==> src/rtl/image_ram_pkg.sv <==
// Shared types and default sizes for the image RAM arbiter slice.
package image_ram_pkg;

  localparam int DEF_ADDR_W    = 14;
  localparam int DEF_DATA_W    = 8;
  localparam int DEF_IMG_BYTES = 16384;

  typedef enum logic [1:0] {
    IDLE,
    LOAD,
    RUN
  } state_t;

  typedef enum logic {
    HOST,
    NPU
  } grant_t;

endpackage

==> src/rtl/rr_arb2.sv <==
// Two-way round-robin arbiter: req/grant bit 0 is the host, bit 1 is the NPU.
// last_grant only moves on contention, so a lone requester never steals the
// other's turn.
module rr_arb2
  import image_ram_pkg::*;
(
  input  logic       clock,
  input  logic       reset,
  input  logic       en,
  input  logic [1:0] req,
  output logic [1:0] grant
);

  grant_t last_grant;

  // Pick the winner; on contention favour whoever did not win last time.
  always_comb begin
    grant = 2'b00;
    if (en) begin
      case (req)
        2'b01:   grant = 2'b01;
        2'b10:   grant = 2'b10;
        2'b11:   grant = (last_grant == HOST) ? 2'b10 : 2'b01;
        default: grant = 2'b00;
      endcase
    end
  end

  // Remember the contention winner.
  always_ff @(posedge clock) begin
    if (reset) begin
      last_grant <= HOST;
    end else if (en && (req == 2'b11)) begin
      last_grant <= grant[1] ? NPU : HOST;
    end
  end

endmodule

==> src/rtl/image_ram_arbiter.sv <==
// Owns the single image RAM port: auto-addressed host loading, then
// round-robin host/NPU reads with a fixed one-cycle read-data latency.
//
// state | meaning
// IDLE  | no frame, no grants; waits for start_load
// LOAD  | host bytes written to RAM at load_cnt
// RUN   | frame resident; host readback and NPU reads share the port
module image_ram_arbiter
  import image_ram_pkg::*;
#(
  parameter int ADDR_W    = DEF_ADDR_W,
  parameter int DATA_W    = DEF_DATA_W,
  parameter int IMG_BYTES = DEF_IMG_BYTES
) (
  input  logic              clock,
  input  logic              reset,
  input  logic              start_load,
  input  logic              host_wr_valid,
  input  logic [DATA_W-1:0] host_wr_data,
  output logic              host_wr_ready,
  input  logic              host_rd_valid,
  input  logic [ADDR_W-1:0] host_rd_addr,
  output logic              host_rd_ready,
  output logic              host_rd_dvalid,
  input  logic              npu_rd_valid,
  input  logic [ADDR_W-1:0] npu_rd_addr,
  output logic              npu_rd_ready,
  output logic              npu_rd_dvalid,
  output logic [DATA_W-1:0] rd_data,
  input  logic              npu_done,
  output logic              frame_ready,
  output logic [ADDR_W:0]   load_cnt,
  output logic [ADDR_W-1:0] ram_address,
  output logic [DATA_W-1:0] ram_data,
  output logic              ram_wren,
  input  logic [DATA_W-1:0] ram_q
);

  localparam logic [ADDR_W:0] LAST_CNT = (ADDR_W+1)'(IMG_BYTES);

  state_t          state, state_nxt;
  logic [ADDR_W:0] load_cnt_nxt;
  logic            frame_ready_nxt;
  logic [1:0]      grant;
  logic            arb_en;

  // Reads only compete for the port while a frame is resident.
  assign arb_en = (state == RUN) && !reset;

  rr_arb2 u_arb (
    .clock (clock),
    .reset (reset),
    .en    (arb_en),
    .req   ({npu_rd_valid, host_rd_valid}),
    .grant (grant)
  );

  assign host_rd_ready = grant[0];
  assign npu_rd_ready  = grant[1];
  assign rd_data       = ram_q;

  // Next-state, load counter and RAM port steering.
  always_comb begin
    state_nxt       = state;
    load_cnt_nxt    = load_cnt;
    frame_ready_nxt = frame_ready;
    host_wr_ready   = 1'b0;
    ram_address     = '0;
    ram_data        = '0;
    ram_wren        = 1'b0;
    case (state)
      IDLE: begin
        if (start_load) begin
          state_nxt    = LOAD;
          load_cnt_nxt = '0;
        end
      end
      LOAD: begin
        if (start_load) begin
          load_cnt_nxt = '0;
        end else if (host_wr_valid && !reset) begin
          host_wr_ready = 1'b1;
          ram_address   = load_cnt[ADDR_W-1:0];
          ram_data      = host_wr_data;
          ram_wren      = 1'b1;
          load_cnt_nxt  = load_cnt + 1'b1;
          if (load_cnt_nxt == LAST_CNT) begin
            state_nxt       = RUN;
            frame_ready_nxt = 1'b1;
          end
        end
      end
      RUN: begin
        if (grant[1]) begin
          ram_address = npu_rd_addr;
        end else if (grant[0]) begin
          ram_address = host_rd_addr;
        end
        // A fresh load takes priority over the NPU releasing the frame.
        if (start_load) begin
          state_nxt       = LOAD;
          load_cnt_nxt    = '0;
          frame_ready_nxt = 1'b0;
        end else if (npu_done) begin
          state_nxt       = IDLE;
          frame_ready_nxt = 1'b0;
        end
      end
      default: state_nxt = IDLE;
    endcase
  end

  // State, counters and the read-data-valid pipeline stage.
  always_ff @(posedge clock) begin
    if (reset) begin
      state          <= IDLE;
      load_cnt       <= '0;
      frame_ready    <= 1'b0;
      host_rd_dvalid <= 1'b0;
      npu_rd_dvalid  <= 1'b0;
    end else begin
      state          <= state_nxt;
      load_cnt       <= load_cnt_nxt;
      frame_ready    <= frame_ready_nxt;
      host_rd_dvalid <= grant[0];
      npu_rd_dvalid  <= grant[1];
    end
  end

endmodule

==> config.mk <==
export PLATFORM = sky130hd
export DESIGN_NAME = image_ram_arbiter
export DESIGN_NICKNAME = d
export VERILOG_FILES = /design/src/rtl/image_ram_pkg.sv /design/src/rtl/rr_arb2.sv /design/src/rtl/image_ram_arbiter.sv
export SDC_FILE = /design/constraint.sdc
export NUM_CORES = 1
export LEC_CHECK = 0
export CORE_MARGIN = 3
export CORE_UTILIZATION = 30
export DETAILED_ROUTE_END_ITERATION = 16
export PLACE_DENSITY = 0.6
export RECOVER_POWER = 50
export SYNTH_ARGS = -nofsm -noshare
export SYNTH_HDL_FRONTEND = slang
export SYNTH_SLANG_ARGS = --single-unit
==> constraint.sdc <==
create_clock -name clock -period 4.2 [get_ports clock]
set_input_delay 0.84 -clock clock [delete_from_list [all_inputs] [get_ports clock]]
set_output_delay 0.84 -clock clock [all_outputs]
set_load 0.01 [all_outputs]
==> impl.org, run 1 <==
** Hold path
- Launch instance of the worst min-delay path :: u_arb.last_grant
- Number of cells on the worst hold path :: 1
- Min-Delay Endpoint :: npu_rd_dvalid
- The min-delay analysis places its worst path in the category reg -> reg.

** Yosys
- Fraction of the yosys area taken by sequential cells :: 22.06%
- The synthesized design contains 0 enable-type register cells.
- Among all flip-flop cells after synthesis, the most frequent one is dfxtp_1.
- Count of warnings emitted by yosys :: 0
- After synthesis the netlist holds a flip-flop and latch count of 21.
- Most area-consuming cells after synthesis :: dfxtp_1, a222oi_1, nor2b_1
- Yosys mapped the design onto 52 distinct sky130hd cell types.
- Post-synthesis instance area :: 1906 µm²
- Yosys top cell by area :: dfxtp_1
- Post-Synthesis Net Count :: 295
- nor2_1 is the most common cell in the netlist.
- The share of synthesized area in the top cell type comes to 22.06%.
- Avg Inst Size Synth :: 8.040 µm²
- Most common library cells after synthesis :: nor2_1, dfxtp_1, a21oi_1, nor2b_1, a222oi_1
- For this run, asynchronously set or reset flops after synthesis account for 0%.
- Synthesized instance count :: 237

** Floorplanning
- Effective utilization at floorplan :: 31.62%
- Area of the die :: 7344 µm²
- Placement Rows :: 28
- Measured along the y axis, the die boundary spans 85.70 µm.
- The core region is 6026 µm².
- Ports :: 103
- Die Width :: 85.70 µm

** Drt
- After detailed routing, the met2 layer carries 2.672 mm of wire.
- Wirelength per Cell :: 16.27 µm
- After detailed routing, the wire length on met1 is 3.004 mm.
- Vias/cell :: 5.403
- Detailed-route wire length :: 6.100 mm
- The first routing iteration left 173 violations.
- Top routing layer used :: met4
- Post-DRT Antenna Nets :: 0
- In the detailed route, the total length drawn on met3 is 403 µm.
- The first detailed-routing pass took 5 iterations.
- For this run, design rule violations remaining after detail routing come to 0.
- The detailed router placed 2,026 vias in this run.

** GRT
- Global routing consumed, over all layers together, 16.28% of the routing resources.
- The initial antenna violation count is 0.
- Leftover overflow at the end of global routing :: 0
- Maximum number of pins on one net before global-route repair :: 27
- The first global-routing pass estimated 9.756 mm of wire.
- The number of global-route vias before repair was 1,844.

** Power and ir drop
- Largest vdd supply drop :: 0.1229 mV
- Total power density per cell area :: 218.8 nW/µm²
- For this design the static power due to leakage is 1.014 nW.

** Clocking
- Clock-pin slew was measured on the worst setup and hold paths at 0.08 ns.
- Library cell used as clock root buffer :: clkbuf_8
- Cts bufs inserted :: 3
- Once the clock tree was built, the setup fixing pass inserted 0 buffers.
- The number of gates resized after CTS was 0.
- H-tree depth :: 1
- Largest buffer count on any clock path :: 2
- Hold buffer count at cts :: 0
- Clock tree from TritonCTS :: yes
- Number of clock sinks :: 21
- Worst-skew pair later-pin latency :: 0.26 ns

** Worst setup path
- Data arrival time at the worst-slack endpoint :: 3.93 ns
- The worst register-to-register path begins at load_cnt[0].
- The critical path is of the in -> reg type.
- Required time at the worst-slack endpoint :: 4.33 ns
- Type of origin of the critical path :: input port
- Reg2reg setup slack :: 1.08 ns
- Highest net fanout along the worst path :: 26
- Critical R2R Capture :: state[0]
- The worst setup path is captured at a flip-flop.
- R2R depth :: 7

** Placed design
- Port Buffers :: 86
- Once detailed placement completed, the half-perimeter wirelength came to 4.534 mm.
- Routability-driven placement finished with a final weighted congestion of 0.7855.
- Cell area after placement :: 2688 µm²
- Including well taps, the total number of placed cells is 371.
- Post-placement setup slack :: 0.4410 ns

** Status
- The flow ran to the end, and the final reports show no timing, DRC or antenna violations.

** Final layout
- After the flow finishes, the layout carries non-filler instances totaling 375.
- Summing all multi-input logic gate instances after layout gives 1221 µm².
- In the final layout, flip-flops and latches occupy 420.4 µm².
- Fill cells in the final layout number 628.
- Post-route cell area :: 2698 µm²
- Cells with a size suffix above 1 make up 5.667% of the layout.
- Compared with the post-synthesis result, the final layout area differs by 41.56%.
- For this run, the post-layout net count is 359.
- Antenna Cells :: 0

** Timing
- Post-route fraction of the period consumed by the critical path :: 90.51%
- Post-route setup TNS :: 0 ns
- Setup slack closes at 0.3985 ns.
- Setup-violating endpoint count in the final report :: 0
- At the pin with the least slew margin, the transition time is 1.288 ns.
- After layout, the minimum clock period comes to 3.802 ns.
- Normalized max-slew margin :: 13.59%
- On the final layout, the worst hold slack is 0.5154 ns.
- Clock skew on the completed layout was measured at 0.001403 ns.
- Setup repair after global routing missed its margin :: false
- The final number of max-transition violations came to 0.
- The final hold violation count was 0.
- Highest clock frequency the design can meet :: 263.1 MHz

** Run
- Max Cap Viol :: 0
==> placed cells by master, fill, tap and decap left out, drive strengths merged, types with 2 or more instances in the layout <==
cell type      Yosys  final
nor2b             18     18
clkbuf             9      4
nand4b             3      3
nor2              22     22
o21ai             11     11
a21boi             2      2
clkdlybuf4s50      0     66
xnor2              2      2
a222oi            14     14
nand2b             2      2
and3               5      5
dlygate4sd3        0     20
mux2               3      3
a31oi              3      3
nand3              7      7
dfxtp             21     21
inv                5      5
and2               8      8
nor3               7      7
nand4              6      6
and3b              3      3
a21oi             18     18
buf               23      5
or3                6      6
xor2               3      3
nand2              8      8
ha                 7      7
and4               2      2
a211oi             7      7
nor4               2      2
==> worst max path at each step <==
| stage | endpoint | startpoint | cells after the start | slack (ns) |
|---|---|---|---|---|
| 6_report | load_cnt[4] | reset | 7 | 0.40 |
| 3_3_place_gp | ram_address[12] | host_wr_valid | 7 | 0.46 |
| 3_5_place_dp | ram_address[12] | start_load | 7 | 0.44 |
| 2_1_floorplan | ram_address[8] | reset | 6 | 1.19 |
| 5_1_grt | load_cnt[7] | reset | 7 | 0.20 |
| 4_1_cts | ram_address[12] | start_load | 7 | 0.44 |
==> worst max-delay path: stages <==
cell and delay (ns):
dlygate4sd3_1 0.55, buf_4 0.23, nand2b_1 0.18, a211oi_1 1.05, o21bai_1 0.65, a31oi_1 0.33, a211oi_1 0.10
==> layer usage <==
layer | track usage, % | up-vias
li1 | - | 997
met1 | 23.11 | 952
met2 | 25.71 | 75
met3 | 3.266 | 2
met4 | 3.022 | 0
met5 | 0 | -
==> final cells by class <==
type                            instances  share of cell area [%]
Inverter                                5                  0.6957
Timing Repair Buffer                   91                   33.30
Tap cell                               75                   3.479
Multi-Input combinational cell        179                   45.27
Sequential cell                        21                   15.58
Clock buffer                            4                   1.670
==> flip-flops by register name (all words and copies together), names as in the netlist <==
register	count
u_arb.last_grant	1
host_rd_dvalid	1
load_cnt	15
frame_ready	1
npu_rd_dvalid	1
state	2
==> per-stage QoR <==
step	utilization [%]	power, W
finish	44.77	0.0005903
global route	44.77	0.0006306
CTS	45.35	0.0006083
detailed placement	44.60	0.0004700
global placement	44.60	0.0004702
floorplan	-	0.0003845
==> power by group <==
group	internal, W	total (W)	switching [W]
clock	0.0000677	0.000138	0.0000706
sequential	0.000208	0.000220	0.0000119
combinational	0.000110	0.000232	0.000121
==> cells by family (layout without fill, tap and decap cells) <==
family / count (synthesis) / after routing / share of synthesized area (%)
compound gates: 63 / 63 / 23.77
xor+xnor: 5 / 5 / 2.299
fa+ha+maj: 7 / 7 / 4.596
buf+inv: 37 / 100 / 12.02
flops: 21 / 21 / 22.06
mux: 4 / 4 / 2.298
simple gates: 100 / 100 / 32.96
Power figures use the tool's default switching activity.
==> run 2, diff against run 1 <==
--- a/config.mk
+++ b/config.mk
@@ -12,4 +12,5 @@
 export RECOVER_POWER = 50
 export SYNTH_ARGS = -nofsm -noshare
 export SYNTH_HDL_FRONTEND = slang
+export SYNTH_HIERARCHICAL = 1
 export SYNTH_SLANG_ARGS = --single-unit
==> run 2 against run 1 <==
Clock skew is 0.0078 ns higher. Clock power hardly changed. Flip-flop and latch count stayed put. Clock-buffer cell count is 1 lower. Critical endpoint is now ram_address[13]. Highest routed layer unchanged. Die area is 0.97% higher. Area after synthesis is 1.1% higher. Setup slack better by 0.011 ns.
==> impl.org, run 2 <==
** Status
- Status :: finished clean

** GRT
- GRT Total Usage :: 16.33%
- Entering global routing, the biggest net connects 24 pins.
- Initial antenna violation count :: 0
- The number of global-route vias before repair was 1,937.
- First-pass GRT wire length :: 9.853 mm
- The total overflow left after global routing is 0.

** Final layout
- The repair_antennas step left the layout with diodes totalling 0.
- Leading cell types in the layout, fill and taps excluded :: clkdlybuf4s50_1, dfxtp_1, nor2_1, nand2_1, dlygate4sd3_1
- The post-route netlist has 5.431% of its cells at a drive strength greater than 1.
- Flip-flop count of the largest register, all copies and words added :: 15
- In the final layout, the multi-input gates occupy 1261 µm².
- Area growth from synthesis to layout :: 42.95%
- Top register by number of flip-flops :: load_cnt
- The largest registers in the layout are load_cnt: 15 flops, state: 2 flops.
- Counting the fill cells in the layout gives 646.
- Final Net Count :: 371
- The library cell used most frequently in the layout, excluding fill and tap cells, is clkdlybuf4s50_1.
- Post-layout instance count excluding filler cells :: 388
- Area taken by flip-flops and latches :: 420.4 µm²

** Yosys
- Yosys mapped the design onto 46 distinct sky130hd cell types.
- Post-synthesis instance area :: 1926 µm²
- Xor and xnor fraction of the mapped netlist area :: 2.729%
- Synthesis-stage register bit count :: 21
- Sorting the synthesized cells by how often they occur yields dfxtp_1, nor2_1, nand2_1.
- Avg Inst Size Synth :: 7.672 µm²
- Main combinational cell family by area after synthesis :: compound AO/OA/AOI/OAI gates
- Yosys top cell by area :: dfxtp_1
- In this run, synthesis inferred 0 flip-flops with an integrated enable.
- Area share of fa/ha/maj cells after synthesis :: 3.899%
- After technology mapping, the gate count stands at 251.
- After synthesis, the largest area contributor takes up 21.83% of total cell area.
- Most frequently used cell type in the post-synthesis netlist :: dfxtp_1
- Post-synthesis share of cell area spent on and, or, nand and nor gates :: 28.20%
- Mux contribution to synthesized area :: 1.300%
- The share of the Yosys chip area taken by registers is 21.83%.
- Most area-consuming cells after synthesis :: dfxtp_1, a22oi_1, a22o_1
- For this run, asynchronously set or reset flops after synthesis account for 0%.
- Count of warnings emitted by yosys :: 6
- Compound-Gate Fraction of Synth Area :: 29.37%
- Leading register cell type out of synthesis :: dfxtp_1
- Counting every net in the synthesized netlist gives 308.

** Power and ir drop
- The internal portion of the total power is 0.0003648 W.
- The clock network accounts for 25.8% of the total power.
- Of the total power, the share spent switching nets is 32.95%.
- The analysis attributes to cell leakage a power of 1.004 nW.
- IR analysis of the VDD net gives a maximum drop of 0.09694 mV.
- Part of the power in registers :: 39.5%
- Total power density per cell area :: 197.7 nW/µm²
- Net switching power :: 0.0001793 W
- Relative contribution of combinational cells to total power :: 34.8%

** Drt
- Via count :: 2,091
- DRC marker count from the first detailed-route iteration :: 92
- Initial DRT Pass Iterations :: 4
- For this block, the routed nets add up to 6.050 mm of wire.
- In the final routed layout, each cell accounts on average for 15.59 µm.
- Post-DRT Antenna Nets :: 0
- Vias/cell :: 5.389
- Number of remaining DRC errors :: 0

** Floorplanning
- Measured along the x axis, the die boundary spans 86.12 µm.
- The die covers 7416 µm².
- During I/O placement, the number of pins put on the boundary was 103.
- Effective utilization at floorplan :: 31.77%
- Height of the die :: 86.12 µm
- Area of the placeable core :: 6061 µm²
- Row generation in the floorplan step produced 28 rows.

** Timing
- Final worst path period need :: 3.791 ns
- Adding up every negative setup slack in the final design gives 0 ns.
- Layout Skew :: 0.009230 ns
- Number of failing hold endpoints at the final stage :: 0
- Setup repair after global routing missed its margin :: false
- The worst pin sits at a relative slew slack of 24.96%.
- Pins Over Slew Limit :: 0
- For the pin with the worst max-slew slack, the measured transition is 1.126 ns.
- Min setup slack post-route :: 0.4092 ns
- Setup-violating endpoint count in the final report :: 0
- Static timing analysis puts the maximum clock frequency at 263.8 MHz.
- In the finished design, the share of the clock period the worst path needs comes to 90.26%.

** Placed design
- Prior to clock tree synthesis, the placed netlist has a worst setup slack of 0.4135 ns.
- Port Buffers :: 86
- HPWL reported at the end of detailed placement :: 4.596 mm
- Number of cells after detailed placement :: 384
- At the end of routability-driven placement, the weighted congestion stood at 0.7625.

** Clocking
- Largest buffer count on any clock path :: 2
- In this run the post-CTS setup repair buffer count came out at 0.
- Worst-skew pair later-pin latency :: 0.27 ns
- Library cell used as clock root buffer :: clkbuf_8
- Clock tree synthesis inserted a total of 3 buffers.
- Clock slew at reported path FFs :: 0.08 ns
- After clock tree synthesis, the flow added hold-fix buffers numbering 0.
- Clock tree from TritonCTS :: yes
- H-tree depth :: 1
- Cells resized by post-CTS repair :: 0
- Number of clock sinks :: 21

** Worst setup path
- Type of origin of the critical path :: input port
- On the worst path, the slowest cell contributes a delay of 0.57 ns.
- Walking the worst path, the cells encountered are clkdlybuf4s50_1 -> nor2b_1 -> nand2_1 -> a21oi_1 -> nor2b_1 -> buf_4 -> a22o_1 -> a22oi_1 -> nor2b_1 -> clkdlybuf4s50_1.
- Critical Path Slowest Stage Cell :: clkdlybuf4s50_1
- Count of buffering cells on the critical path with inverters included :: 3
- In this run the worst path has a maximum fanout of 13.
- Required time at the worst-slack endpoint :: 3.36 ns
- Worst Path Class, Setup :: in -> out
- Data arrival time at the worst-slack endpoint :: 2.95 ns
- The worst setup path is captured at a primary output.
- Top delay family on crit path :: buffers and inverters
- By instance count, the cell type seen most on the critical path is nor2b_1.

** Run
- Max-cap violations in this run came to 0.

** Hold path
- HP Class :: reg -> reg
run 2: path summary, 6_finish.rpt:
kind         slack (ns)         endpoint  cells after the start          from
max                0.41  ram_address[13]                     10         reset
min reg2reg        0.56     load_cnt[14]                      1  load_cnt[14]
max reg2reg        1.36      frame_ready                      8   load_cnt[0]
min                0.56     load_cnt[14]                      1  load_cnt[14]
run 2: area by class of cell:
cell class | instances | share of cell area [%]
timing repair buffer | 93 | 32.91
sequential | 21 | 15.27
clock buffer | 3 | 1.500
inverter | 6 | 0.8182
tap | 75 | 3.409
clock inverter | 1 | 0.2727
multi-input combinational | 189 | 45.82
run 2: cell families (layout without fill, tap and decap cells):
kind of cell,Yosys count,after routing
XOR/XNOR,6,6
AO/OA/AOI/OAI,77,77
buffers and inverters,41,103
multiplexers,2,2
AND/OR/NAND/NOR,98,98
flip-flops,21,21
adder cells (fa/ha/maj),6,6
run 2: metal layers:
layer	vias up	global-route usage [%]	routed length [µm]
li1	1032	-	-
met1	980	23.40	2817
met2	75	24.60	2656
met3	4	4.227	542
met4	0	3.165	34
met5	-	0	0
run 2: metrics by stage:
step	util [%]	area, µm²	hold slack, ns	total power, W
after detailed placement	44.74	2711	0.5525	0.0004097
after floorplan	-	1926	0.4985	0.0003371
after global routing	45.42	2753	0.6016	0.0005766
after global placement	44.74	2711	0.5475	0.0004111
after CTS	45.54	2760	0.5694	0.0005547
final	45.42	2753	0.5568	0.0005441
run 2: power by group through the flow:
stage,logic [W],clock network [W],registers (W)
2_1_floorplan,0.000119,0,0.000218
3_3_place_gp,0.000192,0,0.000219
3_5_place_dp,0.000190,0,0.000219
4_1_cts,0.000191,0.000148,0.000215
5_1_grt,0.000207,0.000154,0.000216
6_report,0.000189,0.000140,0.000215
